[src/rtl/program_sequencer_pkg.sv]
// Shared instruction-word definitions for the program sequencer and its ICU.
// Holds the default address/stack sizing and the prog_data field layout.
// Feature macro used by the sequencer: RETURN_STACK_EN (call/return support).
package program_sequencer_pkg;

    // Default sizing
    localparam int DEF_ADDR_W      = 8;
    localparam int DEF_STACK_DEPTH = 4;

    // prog_data layout: {opcode[OPCODE_W-1:0], operand[ADDR_W-1:0]}
    // The operand sits at the bottom; the opcode starts right above it.
    localparam int OPCODE_W    = 4;
    localparam int OPERAND_LSB = 0;

    // Opcode field handed to the ICU
    typedef logic [OPCODE_W-1:0] instruction_t;

    // Bit position of the opcode field for a given address width
    function automatic int opcode_lsb(input int addr_w);
        return OPERAND_LSB + addr_w;
    endfunction

endpackage

[src/rtl/program_sequencer_return_stack.sv]
// LIFO of return addresses for subroutine calls.
// Latency: push/pop take effect at the next posedge; dout is the current top, combinational.
// Backpressure: push while full and pop while empty are ignored; the caller flags the error.
module return_stack
    import program_sequencer_pkg::*;
#(
    parameter int  DATA_W = DEF_ADDR_W,
    parameter int  DEPTH  = DEF_STACK_DEPTH,
    localparam int CNT_W  = $clog2(DEPTH + 1),
    localparam int IDX_W  = (DEPTH > 1) ? $clog2(DEPTH) : 1
) (
    input  logic              clk,
    input  logic              rst_n,
    input  logic              push,
    input  logic              pop,
    input  logic [DATA_W-1:0] din,
    output logic [DATA_W-1:0] dout,
    output logic [CNT_W-1:0]  depth,
    output logic              full,
    output logic              empty
);

    logic [DATA_W-1:0] mem_q [DEPTH];
    logic [CNT_W-1:0]  cnt_q, cnt_d;
    logic [IDX_W-1:0]  wr_idx, rd_idx;

    assign full   = (cnt_q == CNT_W'(DEPTH));
    assign empty  = (cnt_q == '0);
    assign depth  = cnt_q;
    assign wr_idx = IDX_W'(cnt_q);
    assign rd_idx = IDX_W'(cnt_q - CNT_W'(1));
    // Top-of-stack; forced to zero when empty so an out-of-range index is never read
    assign dout   = empty ? '0 : mem_q[rd_idx];

    // Occupancy update; overflowing pushes and underflowing pops leave it unchanged
    always_comb begin
        cnt_d = cnt_q;
        if (push && !full) begin
            cnt_d = cnt_q + CNT_W'(1);
        end else if (pop && !empty) begin
            cnt_d = cnt_q - CNT_W'(1);
        end
    end

    // Occupancy register, cleared by reset
    always_ff @(posedge clk or negedge rst_n) begin
        if (!rst_n) begin
            cnt_q <= '0;
        end else begin
            cnt_q <= cnt_d;
        end
    end

    // Entry storage; contents after reset are don't-care, so no reset here
    always_ff @(posedge clk) begin
        if (push && !full) begin
            mem_q[wr_idx] <= din;
        end
    end

endmodule

[src/rtl/program_sequencer.sv]
// Program counter sequencer: picks the next fetch address from ICU flags (return, jump, call, increment).
// Latency: one program word per cycle; the target is taken from the word at the current PC, no delay slot.
// Backpressure: halt freezes PC and stack. Call/return are built only with RETURN_STACK_EN defined.
module program_sequencer
    import program_sequencer_pkg::*;
#(
    parameter int  ADDR_W      = DEF_ADDR_W,
    parameter int  STACK_DEPTH = DEF_STACK_DEPTH,
    localparam int DEPTH_W     = $clog2(STACK_DEPTH + 1)
) (
    input  logic                       clk,
    input  logic                       rst_n,
    input  logic                       halt,
    input  logic [ADDR_W+OPCODE_W-1:0] prog_data,
    input  logic                       jmp,
    input  logic                       rtn,
    input  logic                       flag_f,
    output logic [ADDR_W-1:0]          prog_addr,
    output instruction_t               instruction,
    output logic [DEPTH_W-1:0]         depth,
    output logic                       stack_err
);

    logic [ADDR_W-1:0] pc_q, pc_d;
    logic [ADDR_W-1:0] operand;

    assign operand     = prog_data[OPERAND_LSB +: ADDR_W];
    assign instruction = prog_data[opcode_lsb(ADDR_W) +: OPCODE_W];
    assign prog_addr   = pc_q;

`ifdef RETURN_STACK_EN
    logic               st_push, st_pop, st_full, st_empty;
    logic [ADDR_W-1:0]  st_top;
    logic [DEPTH_W-1:0] st_depth;
    logic               err_q, err_d;

    return_stack #(
        .DATA_W (ADDR_W),
        .DEPTH  (STACK_DEPTH)
    ) u_return_stack (
        .clk   (clk),
        .rst_n (rst_n),
        .push  (st_push),
        .pop   (st_pop),
        .din   (pc_q),
        .dout  (st_top),
        .depth (st_depth),
        .full  (st_full),
        .empty (st_empty)
    );

    // Next-PC priority: return, jump, call, increment. The call pushes its own
    // address; the ICU skips the re-fetched call word after the return.
    always_comb begin
        pc_d    = pc_q;
        err_d   = err_q;
        st_push = 1'b0;
        st_pop  = 1'b0;
        if (!halt) begin
            if (rtn) begin
                if (st_empty) begin
                    pc_d  = '0;
                    err_d = 1'b1;
                end else begin
                    pc_d   = st_top;
                    st_pop = 1'b1;
                end
            end else if (jmp) begin
                pc_d = operand;
            end else if (flag_f) begin
                pc_d = operand;
                if (st_full) begin
                    err_d = 1'b1;
                end else begin
                    st_push = 1'b1;
                end
            end else begin
                pc_d = pc_q + ADDR_W'(1);
            end
        end
    end

    // Sticky stack error, cleared only by reset
    always_ff @(posedge clk or negedge rst_n) begin
        if (!rst_n) begin
            err_q <= 1'b0;
        end else begin
            err_q <= err_d;
        end
    end

    assign depth     = st_depth;
    assign stack_err = err_q;
`else
    // Call and return flags have no meaning without a return stack
    logic unused_flags;
    assign unused_flags = rtn ^ flag_f;

    // Next-PC choice without a stack: jump or wrap-around increment
    always_comb begin
        pc_d = pc_q;
        if (!halt) begin
            if (jmp) begin
                pc_d = operand;
            end else begin
                pc_d = pc_q + ADDR_W'(1);
            end
        end
    end

    assign depth     = '0;
    assign stack_err = 1'b0;
`endif

    // Program counter register; reset forces the fetch back to address 0
    always_ff @(posedge clk or negedge rst_n) begin
        if (!rst_n) begin
            pc_q <= '0;
        end else begin
            pc_q <= pc_d;
        end
    end

endmodule

[config.mk]
export PLATFORM = sky130hd
export DESIGN_NAME = program_sequencer
export DESIGN_NICKNAME = d
export VERILOG_FILES = /design/src/rtl/program_sequencer_pkg.sv /design/src/rtl/program_sequencer_return_stack.sv /design/src/rtl/program_sequencer.sv
export SDC_FILE = /design/constraint.sdc
export NUM_CORES = 1
export LEC_CHECK = 0
export BUFFER_PORTS_ARGS = -buffer_cell sky130_fd_sc_hd__buf_2
export CORE_MARGIN = 2
export CORE_UTILIZATION = 40
export DETAILED_ROUTE_END_ITERATION = 12
export PLACE_DENSITY_LB_ADDON = 0.3
export SLEW_MARGIN = 40
export SYNTH_ARGS = -nofsm -noshare
export SYNTH_HDL_FRONTEND = slang
export SYNTH_SLANG_ARGS = --single-unit
[constraint.sdc]
create_clock -name clk -period 1.34 [get_ports clk]
set_input_delay 0 -clock clk [delete_from_list [all_inputs] [get_ports clk]]
set_output_delay 0 -clock clk [all_outputs]
set_load 0.02 [all_outputs]
==> metrics.log, run 1 <==
INFO  metric final.period_utilization = 94.7%
INFO  metric postSynthCellCount = 65
INFO  metric rr_worst_depth = 4
INFO  metric yosys.area.top_type_share = a little over a third
INFO  metric reg2reg_slack = 0.07 ns
INFO  metric ys_seq_elements = 8
INFO  metric crit_path_start_kind = register
INFO  metric drtPass1Iterations = 4
INFO  metric worst_setup_path_endpoint = prog_addr[4]$_DFFE_PN0N_
INFO  metric ys_top_cells_by_area = sky130_fd_sc_hd__dfrtp_1 (36%), sky130_fd_sc_hd__buf_4 (11%), sky130_fd_sc_hd__a22oi_1 (6.7%), sky130_fd_sc_hd__nand3_1 (5.3%), sky130_fd_sc_hd__o21ai_0 (5.3%)
INFO  metric layout-drive-gt1-share = 33.3%
INFO  metric slew_limit_fails = 0
INFO  metric critical_path.slowest_cell = sky130_fd_sc_hd__or4_1
INFO  metric grt_first_pass_wirelength = 2340 microns
INFO  metric maximum_number_of_pins_on_one_net_before_global_route_repair = 18
INFO  metric final_nets = 108
INFO  metric ctsRootBufferMaster = sky130_fd_sc_hd__clkbuf_4
INFO  metric finalSetupViolations = 0
INFO  metric dieArea = between 1500 and 2000 sq um
INFO  metric vertical_die_dimension = a little over 40 microns
INFO  metric worst_path_largest_cell_delay = 0.41 ns
INFO  metric drtAntennaViolNets = 0
INFO  metric synth_cell_types = 28
INFO  metric final_critical_path_setup_slack = approximately 0.071 ns
INFO  metric place.detailed.hpwl = a little under 1000 microns
INFO  metric worstSetupPathDepth = 4
INFO  metric async_flop_share = 100%
INFO  metric finalSetupTns = 0 ns
INFO  metric multi_input_area = 289 sq um
INFO  metric end_kind = register
INFO  metric largest_reg_flops = 8
INFO  metric fmaxAchievable = ~0.79 GHz
INFO  metric finalWorstPathRequiredPeriod = approximately 1.3 ns
INFO  metric crit-reg2reg-capture = prog_addr[4]$_DFFE_PN0N_
INFO  metric critical_path.top_delay_family = simple AND/OR/NAND/NOR gates
INFO  metric first_global_vias = roughly 550
INFO  metric portBuffers = 19
INFO  metric global_route_usage_sum = 17.5%
INFO  metric avgRoutedWirePerCell = roughly 14 microns
INFO  metric clock_tree.buffer_depth = 2
INFO  metric antenna_found_initial = 0
INFO  metric critPathKind = reg -> reg
INFO  metric tritoncts_num_sinks = 8
INFO  metric hold_viol = 0
INFO  metric synth_area_leader_cell = sky130_fd_sc_hd__dfrtp_1
INFO  metric synth_commonest_cells = sky130_fd_sc_hd__buf_4 (8), sky130_fd_sc_hd__dfrtp_1 (8), sky130_fd_sc_hd__nand3_1 (6), sky130_fd_sc_hd__o21ai_0 (6), sky130_fd_sc_hd__a22oi_1 (5)
INFO  metric synth-edff-count = 0
INFO  metric worstSetupStartpoint = prog_addr[1]$_DFFE_PN0N_
INFO  metric layout.area.seq = 203 sq um
INFO  metric antenna_cells_inserted = 0
INFO  metric route.detailed.drc = 0
INFO  metric cts_tree = done
INFO  metric crit_buf_inv = 0
INFO  metric power.ir.vdd_worst = just over 0.5 mV
INFO  metric holdCritPathClass = in -> out
INFO  metric critical_path.max_fanout = 4
INFO  metric layout.filler_cells = around 130
INFO  metric cts_made_buffers = 3
INFO  metric worstPathRequired = 1.52 ns
INFO  metric core_area = between 1000 and 1500 sq um
INFO  metric chipWidth = between 40 and 50 microns
INFO  metric reg2reg_from = prog_addr[1]$_DFFE_PN0N_
INFO  metric cts_htree_levels = 1
INFO  metric drv_cap = 0
INFO  metric clock_insertion_delay_worst_skew = 0.26 ns
INFO  metric outcome = complete, no violations
INFO  metric arrival = between 1 and 1.5 ns
INFO  metric power_per_cell_area = ~1200 nW/um^2
INFO  metric initial_core_util = ~43%
INFO  metric drt_wl_total = 1390 microns
INFO  metric ios = 34
INFO  metric final_replace_weighted_congestion = just over 0.7
INFO  metric fin_worst_skew = between 0.005 and 0.006 ns
INFO  metric worstPathCellList = ha_2 -> nand3_1 -> or4_1 -> o211ai_1
INFO  metric grt.overflow.total = 0
INFO  metric synthFlopType = sky130_fd_sc_hd__dfrtp_1
INFO  metric routed-via-count = 567
INFO  metric syn_to_final_growth = 25.8%
INFO  metric avg_vias_per_cell = 5.56
INFO  metric ys_seq_area_share = 35.6%
INFO  metric leakage = 0.334 nW
INFO  metric place_ws = 0.0411 ns
INFO  metric grt_setup_unrepaired = no
INFO  metric yosys_warnings = 0
INFO  metric placementRows = 13
INFO  metric syn-cell-area = 563 sq um
INFO  metric cts.clk_slew.worst_paths = 0.06 ns
INFO  metric postSynthAreaPerCell = 8.66 sq um
INFO  metric drtIter0Drc = 10
==> cell usage in the layout (no fill, tap or decap), drive strengths merged <==
cell type    instances
a31oi                1
nor2                 1
dlygate4sd3          5
inv                  2
ha                   1
a22oi                5
a21oi                2
and4                 1
mux2i                2
nor2b                2
nand3b               1
nor3                 2
nor3b                1
clkbuf               3
buf                 22
conb                 4
nand3                6
nand2b               1
o211ai               1
or4                  1
o21ai                6
and3                 1
a211o                1
nand2                4
or3                  2
mux2                 1
dfrtp                8
==> routing by layer <==
layer / vias to the layer above / global-route usage, % / wire (microns)
li1: 271 / - / -
met1: 257 / 19.3 / 536
met2: 35 / 29.1 / 703
met3: 4 / 4.78 / 128
met4: 0 / 11.6 / 24
met5: - / 0 / 0
==> cell families after synthesis <==
group | after synthesis | share of synthesized area (%)
DFF | 8 | 35.6
and+or+nand+nor | 23 | 22.7
buffers and inverters | 13 | 15.6
muxes | 3 | 5.56
other | 1 | 0.666
AOI/OAI and AO/OA | 16 | 17.8
adders and majority gates | 1 | 2.22
==> worst min-delay path by stage <==
stage                             start                        to  slack [ns]  cells past startpoint
after floorplan                   rst_n  prog_addr[0]$_DFFE_PN0N_       -0.30                      0
after global placement            rst_n  prog_addr[4]$_DFFE_PN0N_       -0.14                      1
after detailed placement          rst_n  prog_addr[4]$_DFFE_PN0N_       -0.14                      1
after CTS                 prog_data[10]            instruction[2]      0.0002                      0
after global routing       prog_data[8]            instruction[0]     0.00005                      0
final                     prog_data[10]            instruction[2]    0.000009                      0
==> worst reg2reg max path, cell delays in order, from the launching register on <==
cell and delay (ns):
sky130_fd_sc_hd__dfrtp_2 0.38, sky130_fd_sc_hd__ha_2 0.20, sky130_fd_sc_hd__nand3_1 0.11, sky130_fd_sc_hd__or4_1 0.41, sky130_fd_sc_hd__o211ai_1 0.10
==> stage by stage <==
| stage | hold WS [ns] | utilization (%) | power, mW | cell area (sq um) | std cells |
|---|---|---|---|---|---|
| 5_1_grt | 0.0000493 | 54.4 | 0.910 | 708 | 102 |
| 3_3_place_gp | -0.143 | 48.1 | 0.628 | 626 | 93 |
| 2_1_floorplan | -0.296 | - | 0.552 | 577 | 68 |
| 4_1_cts | 0.000236 | 53.7 | 0.847 | 698 | 101 |
| 6_report | 0.00000881 | 54.4 | 0.854 | 708 | 102 |
| 3_5_place_dp | -0.141 | 48.1 | 0.639 | 626 | 93 |
==> area by class of cell <==
type / count / area share (%)
Clock buffer: 3 / 3.18
Multi-Input combinational cell: 47 / 40.8
Inverter: 2 / 1.06
Sequential cell: 8 / 28.6
Tap cell: 15 / 2.65
Timing Repair Buffer: 27 / 23.7
==> report_power, final <==
part	switching, mW	internal (mW)	total [mW]
clock	0.0937	0.103	0.197
sequential	0.0601	0.288	0.349
combinational	0.172	0.136	0.308
total	0.326	0.528	0.854
==> repair_timing <==
action	CTS	global route
buffers inserted	0	1
hold endpoints to repair	12	0
gates resized for setup	0	1
endpoints found under the setup margin	0	1
hold buffers	5	0
Power figures use the tool's default switching activity.
==> run 2: changes to the inputs <==
==> constraint.sdc (replaced) <==
create_clock -name clk -period 1.45 [get_ports clk]
set_input_delay 0 -clock clk [delete_from_list [all_inputs] [get_ports clk]]
set_output_delay 0 -clock clk [all_outputs]
set_load 0.02 [all_outputs]
==> run 2 against run 1 <==
Via count is 7.4% lower. Register-to-register slack better by 0.05 ns. Critical path depth stayed put. Global-route usage is 0.80 points lower. Power is 10% lower. Sequential power is 6.3% lower. Wire length is 7.3% lower. Hold slack hardly changed. First-iteration DRC count is 80% higher. Setup slack better by 0.054 ns. Utilization is 0.19 points higher. Combinational power is 15% lower.
==> metrics.log, run 2 (synthesized netlist as in run 1, its figures left out) <==
INFO  metric drtPass1Iterations = 4 (unchanged)
INFO  metric power_per_cell_area = 1080 nW/um^2 (-11%)
INFO  metric holdCritPathClass = in -> out
INFO  metric tritoncts_num_sinks = 8 (unchanged)
INFO  metric grt.overflow.total = 0 (unchanged)
INFO  metric global_route_usage_sum = 16.7% (-0.80 points)
INFO  metric chipWidth = 41.5 microns (unchanged)
INFO  metric ios = 34 (unchanged)
INFO  metric portBuffers = 19 (unchanged)
INFO  metric worstPathRequired = 1.63 ns (+0.11 ns)
INFO  metric slew_limit_fails = 0 (unchanged)
INFO  metric worst_path_largest_cell_delay = 0.41 ns (about the same)
INFO  metric antenna_cells_inserted = 0 (unchanged)
INFO  metric antenna_found_initial = 0 (unchanged)
INFO  metric critical_path.max_fanout = 5 (+1)
INFO  metric holdCritStartpoint = prog_data[10]
INFO  metric power.ir.vdd_worst = 0.707 mV (+40%)
INFO  metric critical_path.top_delay_family = simple AND/OR/NAND/NOR gates
INFO  metric clock_insertion_delay_worst_skew = 0.26 ns (about the same)
INFO  metric worstPathCellList = ha_2 -> nand3_1 -> or4_1 -> o211ai_1
INFO  metric final_nets = 108 (unchanged)
INFO  metric initial_core_util = 43.3% (unchanged)
INFO  metric grt_first_pass_wirelength = 2110 microns (-9.7%)
INFO  metric reg2reg_slack = 0.12 ns (+0.05 ns)
INFO  metric crit-reg2reg-capture = prog_addr[4]$_DFFE_PN0N_
INFO  metric vertical_die_dimension = 41.5 microns (unchanged)
INFO  metric drtAntennaViolNets = 0 (unchanged)
INFO  metric finalSetupTns = 0 ns (unchanged)
INFO  metric dieArea = 1720 sq um (unchanged)
INFO  metric avg_vias_per_cell = 5.15 (-7.4%)
INFO  metric cts.clk_slew.worst_paths = 0.06 ns (about the same)
INFO  metric finalWorstPathRequiredPeriod = 1.33 ns (+0.0560 ns)
INFO  metric hold-path-cell-count = 0 (unchanged)
INFO  metric drt_wl_total = 1290 microns (-7.3%)
INFO  metric fmaxAchievable = 0.755 GHz (-4.2%)
INFO  metric first_global_vias = 451 (-18%)
INFO  metric route.detailed.drc = 0 (unchanged)
INFO  metric drtIter0Drc = 18 (+8)
INFO  metric rr_worst_depth = 4 (unchanged)
INFO  metric grt_util_met1 = 21.7% (+2.4 points)
INFO  metric busiest_layer = met2
INFO  metric globalRouteMet3Util = 7.83% (+3.0 points)
INFO  metric cts_tree = done
INFO  metric ctsRootBufferMaster = sky130_fd_sc_hd__clkbuf_4
INFO  metric drv_cap = 0 (unchanged)
INFO  metric syn_to_final_growth = 26.2%
INFO  metric placementRows = 13 (unchanged)
INFO  metric cts_htree_levels = 1 (unchanged)
INFO  metric final.period_utilization = 91.4% (-3.3 points)
INFO  metric final_replace_weighted_congestion = 0.687 (-5.0%)
INFO  metric layout_commonest_cell = sky130_fd_sc_hd__buf_2
INFO  metric hold_viol = 0 (unchanged)
INFO  metric place.detailed.instances = 91 (-2.2%)
INFO  metric grt_setup_unrepaired = no
INFO  metric core_area = 1300 sq um (unchanged)
INFO  metric global_route.usage.met2 = 23.1% (-5.9 points)
INFO  metric layout.filler_cells = 128 (-2.3%)
INFO  metric largest_reg_flops = 8 (unchanged)
INFO  metric place.detailed.hpwl = 848 microns (-13%)
INFO  metric reg2reg_from = prog_addr[0]$_DFFE_PN0N_
INFO  metric avgRoutedWirePerCell = 12.7 microns (-7.3%)
INFO  metric crit_path_start_kind = register
INFO  metric clock_tree.buffer_depth = 2 (unchanged)
INFO  metric critical_path.slowest_cell = sky130_fd_sc_hd__dfrtp_1
INFO  metric end_kind = register
INFO  metric maximum_number_of_pins_on_one_net_before_global_route_repair = 18 (unchanged)
INFO  metric cts_made_buffers = 3 (unchanged)
INFO  metric outcome = complete, no violations
INFO  metric min_to = instruction[2]
INFO  metric crit_buf_inv = 0 (unchanged)
INFO  metric layout-drive-gt1-share = 28.7% (-4.6 points)
INFO  metric critPathKind = reg -> reg
INFO  metric arrival = 1.50 ns (+0.05 ns)
INFO  metric routed-via-count = 525 (-7.4%)
INFO  metric leakage = 0.334 nW (+0.24%)
INFO  metric final_cells = 102 (unchanged)
INFO  metric finalSetupViolations = 0 (unchanged)
INFO  metric fin_worst_skew = 0.00700 ns (+0.00191 ns)
INFO  metric mostFrequentLayoutCells = sky130_fd_sc_hd__buf_2 (19), sky130_fd_sc_hd__dfrtp_1 (8), sky130_fd_sc_hd__dlygate4sd3_1 (7), sky130_fd_sc_hd__nand3_1 (6), sky130_fd_sc_hd__o21ai_0 (6)
run 2: worst register-to-register path: cells and delay by family (launching register included):
family,cells,cell delay (ns)
adder cells (fa/ha/maj),1,0.22
AO/OA/AOI/OAI,1,0.10
flip-flops,1,0.41
AND/OR/NAND/NOR,2,0.51
run 2: cell type report:
type | instances | area, sq um | area share [%]
Timing Repair Buffer | 27 | 173 | 24.3
Inverter | 2 | 7.51 | 1.06
Clock buffer | 3 | 22.5 | 3.17
Tap cell | 15 | 18.8 | 2.64
Multi-Input combinational cell | 47 | 289 | 40.7
Sequential cell | 8 | 200 | 28.2
run 2: power breakdown:
group | internal (mW) | switching [mW]
clock | 0.0950 | 0.0796
combinational | 0.117 | 0.147
sequential | 0.265 | 0.0619
total | 0.476 | 0.288
run 2: how the worst max path moves through the flow:
stage / from / endpoint / cells after the start / slack [ns]
floorplan: prog_addr[0]$_DFFE_PN0N_ / prog_addr[4]$_DFFE_PN0N_ / 4 / 0.07
global placement: prog_addr[0]$_DFFE_PN0N_ / prog_addr[4]$_DFFE_PN0N_ / 4 / 0.14
detailed placement: prog_addr[0]$_DFFE_PN0N_ / prog_addr[4]$_DFFE_PN0N_ / 4 / 0.11
CTS: prog_addr[0]$_DFFE_PN0N_ / prog_addr[4]$_DFFE_PN0N_ / 4 / 0.1
global route: prog_addr[0]$_DFFE_PN0N_ / prog_addr[4]$_DFFE_PN0N_ / 4 / 0.004
finish: prog_addr[0]$_DFFE_PN0N_ / prog_addr[4]$_DFFE_PN0N_ / 4 / 0.12
run 2: timing repair:
item / 4_1_cts / 5_1_grt
hold buffers: 7 / 0
endpoints found under the hold margin: 14 / 0
resized for setup: 0 / 1
endpoints found under the setup margin: 0 / 1
setup buffers: 0 / 1
run 2: metal layers:
layer	wire length [microns]	part of all wire (%)
met1	580	45
met2	594	46
met3	102	7.9
met4	14	1.1
met5	0	0
run 2: through the flow:
stage	hold WS (ns)	cell area [sq um]	util, %	total power, mW	setup slack (ns)
after floorplan	-0.296	574	-	0.508	0.0713
after global placement	-0.143	608	46.7	0.563	0.145
after detailed placement	-0.143	608	46.7	0.569	0.110
after CTS	0.000137	701	53.8	0.768	0.0963
after global routing	0.0000322	711	54.6	0.829	0.00431
final	0.00000883	711	54.6	0.765	0.125
